### src/rtl/masked_share_bundler.sv
// Registered share/public/random bundler: gathers a PRD_W-bit random word from narrow RNG beats
// and emits it with one masked operand per valid/ready beat. Optional: `define SHARE_RECOMBINE_EN.
module masked_share_bundler #(
    parameter int DATA_W   = 8,
    parameter int NSHARES  = 2,
    parameter int OP_W     = 2,
    parameter int PRD_W    = 18,
    parameter int RND_IN_W = 6
) (
    input  logic                          clk_i,
    input  logic                          rst_ni,
    input  logic                          flush_i,
    input  logic                          in_valid_i,
    output logic                          in_ready_o,
    input  logic [DATA_W-1:0]             data_i,
    input  logic [(NSHARES-1)*DATA_W-1:0] mask_i,
    input  logic [OP_W-1:0]               op_i,
    input  logic                          rnd_valid_i,
    output logic                          rnd_ready_o,
    input  logic [RND_IN_W-1:0]           rnd_i,
    output logic                          out_valid_o,
    input  logic                          out_ready_i,
    output logic [DATA_W*NSHARES-1:0]     shares_o,
    output logic [OP_W-1:0]               op_o,
`ifdef SHARE_RECOMBINE_EN
    output logic [DATA_W-1:0]             dbg_data_o,
`endif
    output logic [PRD_W-1:0]              prd_o
);

    localparam int BEATS = PRD_W / RND_IN_W;
    localparam int CNT_W = (BEATS > 1) ? $clog2(BEATS) : 1;

    generate
        if ((PRD_W % RND_IN_W) != 0 || NSHARES < 2) begin : g_bad_cfg
            $error("masked_share_bundler: PRD_W must be a multiple of RND_IN_W and NSHARES >= 2");
        end
    endgenerate

    typedef enum logic {S_FILL, S_FULL} state_t;

    state_t                      r_state;
    logic [CNT_W-1:0]            r_count;
    logic [PRD_W-1:0]            r_acc;
    logic                        r_out_valid;
    logic [DATA_W*NSHARES-1:0]   r_shares;
    logic [OP_W-1:0]             r_op;
    logic [PRD_W-1:0]            r_prd;

    logic                        w_in_hs;
    logic                        w_out_hs;
    logic                        w_rnd_hs;
    logic                        w_last_beat;
    logic [DATA_W*NSHARES-1:0]   w_shares;

    assign rnd_ready_o = (r_state == S_FILL);
    assign in_ready_o  = (r_state == S_FULL) && !flush_i && (!r_out_valid || out_ready_i);
    assign w_in_hs     = in_valid_i && in_ready_o;
    assign w_out_hs    = r_out_valid && out_ready_i;
    // A beat offered during flush is handshaken but discarded.
    assign w_rnd_hs    = rnd_valid_i && rnd_ready_o && !flush_i;
    assign w_last_beat = (r_count == CNT_W'(BEATS - 1));

    // Regroup so each operand bit carries its data share followed by its mask shares.
    genvar gi, gk;
    generate
        for (gi = 0; gi < DATA_W; gi++) begin : g_bit
            assign w_shares[gi*NSHARES] = data_i[gi];
            for (gk = 1; gk < NSHARES; gk++) begin : g_mask
                assign w_shares[gi*NSHARES + gk] = mask_i[(gk-1)*DATA_W + gi];
            end
        end
    endgenerate

    always_ff @(posedge clk_i or negedge rst_ni) begin
        if (!rst_ni) begin
            r_state <= S_FILL;
            r_count <= '0;
            r_acc   <= '0;
        end else if (flush_i) begin
            r_state <= S_FILL;
            r_count <= '0;
            r_acc   <= '0;
        end else begin
            case (r_state)
                S_FILL: begin
                    if (w_rnd_hs) begin
                        for (int k = 0; k < BEATS; k++) begin
                            if (r_count == CNT_W'(k)) begin
                                r_acc[k*RND_IN_W +: RND_IN_W] <= rnd_i;
                            end
                        end
                        if (w_last_beat) begin
                            r_state <= S_FULL;
                        end else begin
                            r_count <= r_count + CNT_W'(1);
                        end
                    end
                end
                S_FULL: begin
                    if (w_in_hs) begin
                        r_state <= S_FILL;
                        r_count <= '0;
                    end
                end
                default: r_state <= S_FILL;
            endcase
        end
    end

    always_ff @(posedge clk_i or negedge rst_ni) begin
        if (!rst_ni) begin
            r_out_valid <= 1'b0;
            r_shares    <= '0;
            r_op        <= '0;
            r_prd       <= '0;
        end else if (w_in_hs) begin
            r_out_valid <= 1'b1;
            r_shares    <= w_shares;
            r_op        <= op_i;
            r_prd       <= r_acc;
        end else if (w_out_hs) begin
            r_out_valid <= 1'b0;
        end
    end

    assign out_valid_o = r_out_valid;
    assign shares_o    = r_shares;
    assign op_o        = r_op;
    assign prd_o       = r_prd;

`ifdef SHARE_RECOMBINE_EN
    // Unmasked value for simulation sanity checks only; it defeats the masking.
    logic [DATA_W-1:0] w_recomb;
    logic [DATA_W-1:0] r_dbg;

    always_comb begin
        w_recomb = data_i;
        for (int k = 0; k < NSHARES-1; k++) begin
            w_recomb = w_recomb ^ mask_i[k*DATA_W +: DATA_W];
        end
    end

    always_ff @(posedge clk_i or negedge rst_ni) begin
        if (!rst_ni) begin
            r_dbg <= '0;
        end else if (w_in_hs) begin
            r_dbg <= w_recomb;
        end
    end

    assign dbg_data_o = r_dbg;
`endif

endmodule

### config.mk
export PLATFORM = sky130hd
export DESIGN_NAME = masked_share_bundler
export DESIGN_NICKNAME = d
export VERILOG_FILES = /design/src/rtl/masked_share_bundler.sv
export SDC_FILE = /design/constraint.sdc
export NUM_CORES = 1
export LEC_CHECK = 0
export BUFFER_PORTS_ARGS = -buffer_cell sky130_fd_sc_hd__buf_2
export CORE_ASPECT_RATIO = 0.5
export CORE_UTILIZATION = 49
export CTS_CLUSTER_SIZE = 30
export DETAILED_ROUTE_END_ITERATION = 10
export PLACE_DENSITY = 0.76
export SLEW_MARGIN = 30
export SYNTH_ARGS = -nofsm -noshare
export SYNTH_HDL_FRONTEND = slang
export SYNTH_SLANG_ARGS = --single-unit
export TNS_END_PERCENT = 1
### constraint.sdc
create_clock -name clk_i -period 3.7 [get_ports clk_i]
set_input_delay 0.555 -clock clk_i [delete_from_list [all_inputs] [get_ports clk_i]]
set_output_delay 0.555 -clock clk_i [all_outputs]
set_load 0.05 [all_outputs]
==> impl_results.md <==
- Design internal power: 1.41 mW
- Insertion delay of the later-clocked pin in the worst-skew pair: 0.33 ns
- Hold violation total from the final report: 0
- Post-DP HPWL: 2.97 mm
- Max Clock Skew: 0.00587 ns
- Most common cell after layout, fill and taps aside: sky130_fd_sc_hd__buf_2
- Share of the cycle needed by the critical path after routing: 0.569
- Layout-stage area growth over the synthesis result: 27.6%
- Final nets: 267
- Sinks on Clock Net: 58
- Worst IR drop on VDD: 404 uV
- Overall fraction of global-route tracks in use: 0.198
- Arrival time of the worst setup path: 1.55 ns
- Avg WL per Cell: 14.1 um
- Average size of a mapped cell: 14.7 um^2
- Worst EP required: 3.14 ns
- Comb power frac: 0.296
- Synthesized Nets: 193
- Min-delay worst type: input port to asynchronous set/reset pin
- Cts repair resizes: 0
- Clock power share: 0.334
- Global-route wire length before repair: 7.22 mm
- Number of cell rows: 17
- Clock buffers created by TritonCTS: 9
- Switching portion of total power: 0.346
- Antenna Nets Post-Route: 0
- Post-layout instance count excluding filler cells: 305
- Routed via count divided by cell count: 4.97
- Pin count of the biggest net entering global routing: 40
- Clock root buffer: sky130_fd_sc_hd__clkbuf_8
- Cell total after placement: 289
- Synth Warn #: 0
- Reg-to-reg startpoint: r_state
- Flop-to-flop setup slack: 1.78 ns
- Top library cells by usage in the layout, fill and taps aside: sky130_fd_sc_hd__buf_2, sky130_fd_sc_hd__dfrtp_1, sky130_fd_sc_hd__mux2_2, sky130_fd_sc_hd__nor2_1, sky130_fd_sc_hd__mux2i_1
- Core ar.: 0.00449 mm^2
- Initial DRT Pass Iterations: 3
- Register-to-Register Path Depth: 4
- Vias in the first global route: 1,525
- Cell Pwr Density: 719 mW/mm^2
- Full die area: 0.00508 mm^2
- H-tree lvl count: 3
- Sequential cell area: 0.00145 mm^2
- Setup repair bufs after CTS: 0
- Clock Path Buffers: 2
- Clock transition at path regs: 0.06 ns
- Number of synthesized register bits: 58
- Synth Instances: 160
- DR iter-0 viols: 43
- Final core utilization: 0.667
- Number of antenna violations at the first check in global routing: 0
- Max-cap violation count: 0
- Status: finished, final reports clean
- CP endpoint kind: primary output
- Headroom to the max-slew limit: 0.659
- Final count of negative-setup-slack endpoints: 0
- Pin slew with the least headroom to its limit: 0.509 ns
- Biggest fanout along the worst timing path: 23
- CP Launch Type: input port
- Remaining global-route overflow: 0
- Worst Hold Slack: 0.195 ns
- Die height: 50.9 um
- Routed vias: 1,517
- Netlist area before placement: 0.00234 mm^2
- Combined area of the multi-input logic cells: 833 um^2
- Starting density of the core: 0.522
- Global placer's final weighted congestion: 0.726
- Setup repair after global routing missed its margin: no
- WS Path Type: input port to primary output
- Endpoint of the most critical register-to-register path: prd_o[7]
- Horizontal die dimension: 99.8 um
- Total Neg Setup Slack: 0 ns
- Highest clock frequency the design can meet: 475 MHz
- Pleak: 1.73 nW
- Seq/Total Area, Yosys: 0.619
- Netlist cell types: 22
- Total of buffers placed on input and output ports: 68
- Sw power: 0.745 mW
- Hold bufs inserted after CTS: 0
- I/O pin total: 69
- Final critical delay including setup and external delays: 2.11 ns
- DRC violations left: 0
- Sequential cell fraction of total power: 0.371
- Layout cells sized above 1: 0.515
- TritonCTS clock tree: built
- Number of filler instances in the final layout: 348
- Total wire length: 4.31 mm
- Number of slew-limit violations in the final report: 0
- Diodes inserted: 0
[cells in the mapped netlist, drive strengths merged]
| cell | number | area (um^2) |
|---|---|---|
| and2b | 1 | 7.51 |
| mux2 | 36 | 432 |
| ha | 3 | 37.5 |
| nor3 | 1 | 5.00 |
| nand2 | 1 | 3.75 |
| nor2 | 19 | 71.3 |
| nand3b | 3 | 22.5 |
| nand2b | 1 | 6.26 |
| and2 | 1 | 6.26 |
| xnor2 | 1 | 8.76 |
| clkbuf | 2 | 7.51 |
| buf | 5 | 37.5 |
| mux2i | 18 | 180 |
| nor2b | 1 | 6.26 |
| nand3 | 1 | 10.0 |
| a221oi | 1 | 8.76 |
| dfrtp | 58 | 1450 |
| nor3b | 1 | 7.51 |
| a32o | 2 | 20.0 |
| inv | 4 | 15.0 |
[critical path, stage by stage]
cell and delay, ns:
sky130_fd_sc_hd__buf_2 0.34, sky130_fd_sc_hd__and2b_1 0.27, sky130_fd_sc_hd__and2_1 0.17, sky130_fd_sc_hd__buf_2 0.21
[cell type report]
class / count / area share
Clock buffer: 11 / 0.0506
Timing Repair Buffer: 70 / 0.120
Multi-Input combinational cell: 91 / 0.279
Tap cell: 66 / 0.0276
Clock inverter: 5 / 0.0335
Sequential cell: 58 / 0.485
Inverter: 4 / 0.00502
[kinds of logic after synthesis]
group / count (synthesis) / share of synthesized area
xor+xnor: 1 / 0.00374
mux: 54 / 0.261
fa+ha+maj: 3 / 0.0160
buf+inv: 11 / 0.0256
simple gates: 30 / 0.0624
flops: 58 / 0.619
compound gates: 3 / 0.0123
[through the flow]
step           setup slack [ns]  cell area, um^2  total power, mW
5_1_grt                    1.53             2990             2.25
2_1_floorplan              1.93             2340             1.29
3_5_place_dp               1.24             2740             1.45
4_1_cts                    1.59             2990             2.18
3_3_place_gp               1.32             2740             1.43
6_report                   1.59             2990             2.15
[layer usage]
metal / up-vias / GRT usage / wire length [um]
met3: 4 / 0.0903 / 259
met4: 0 / 0.0662 / 41
met5: - / 0 / 0
li1: 698 / - / -
met2: 52 / 0.317 / 2040
met1: 763 / 0.239 / 1970
[flip-flops by register name (all words and copies together), names as in the netlist]
register and flops:
r_state 1, op_o 2, prd_o 18, out_valid_o 1, r_acc 18, r_count 2
shares_o 16
[power groups by stage]
stage	Clock, mW	Combinational, mW	Sequential, mW
final	0.718	0.636	0.797
after global routing	0.769	0.667	0.811
after CTS	0.737	0.639	0.799
after detailed placement	0	0.638	0.809
after global placement	0	0.627	0.803
after floorplan	0	0.154	1.13
[how the worst max path moves through the flow]
stage,start,slack [ns],end,cells past startpoint
after CTS,flush_i,1.59,prd_o[16],5
after global placement,flush_i,1.32,shares_o[13],5
final,flush_i,1.59,in_ready_o,4
after floorplan,flush_i,1.93,in_ready_o,2
after global routing,flush_i,1.53,prd_o[12],5
after detailed placement,flush_i,1.24,prd_o[16],5
Power figures use the tool's default switching activity.
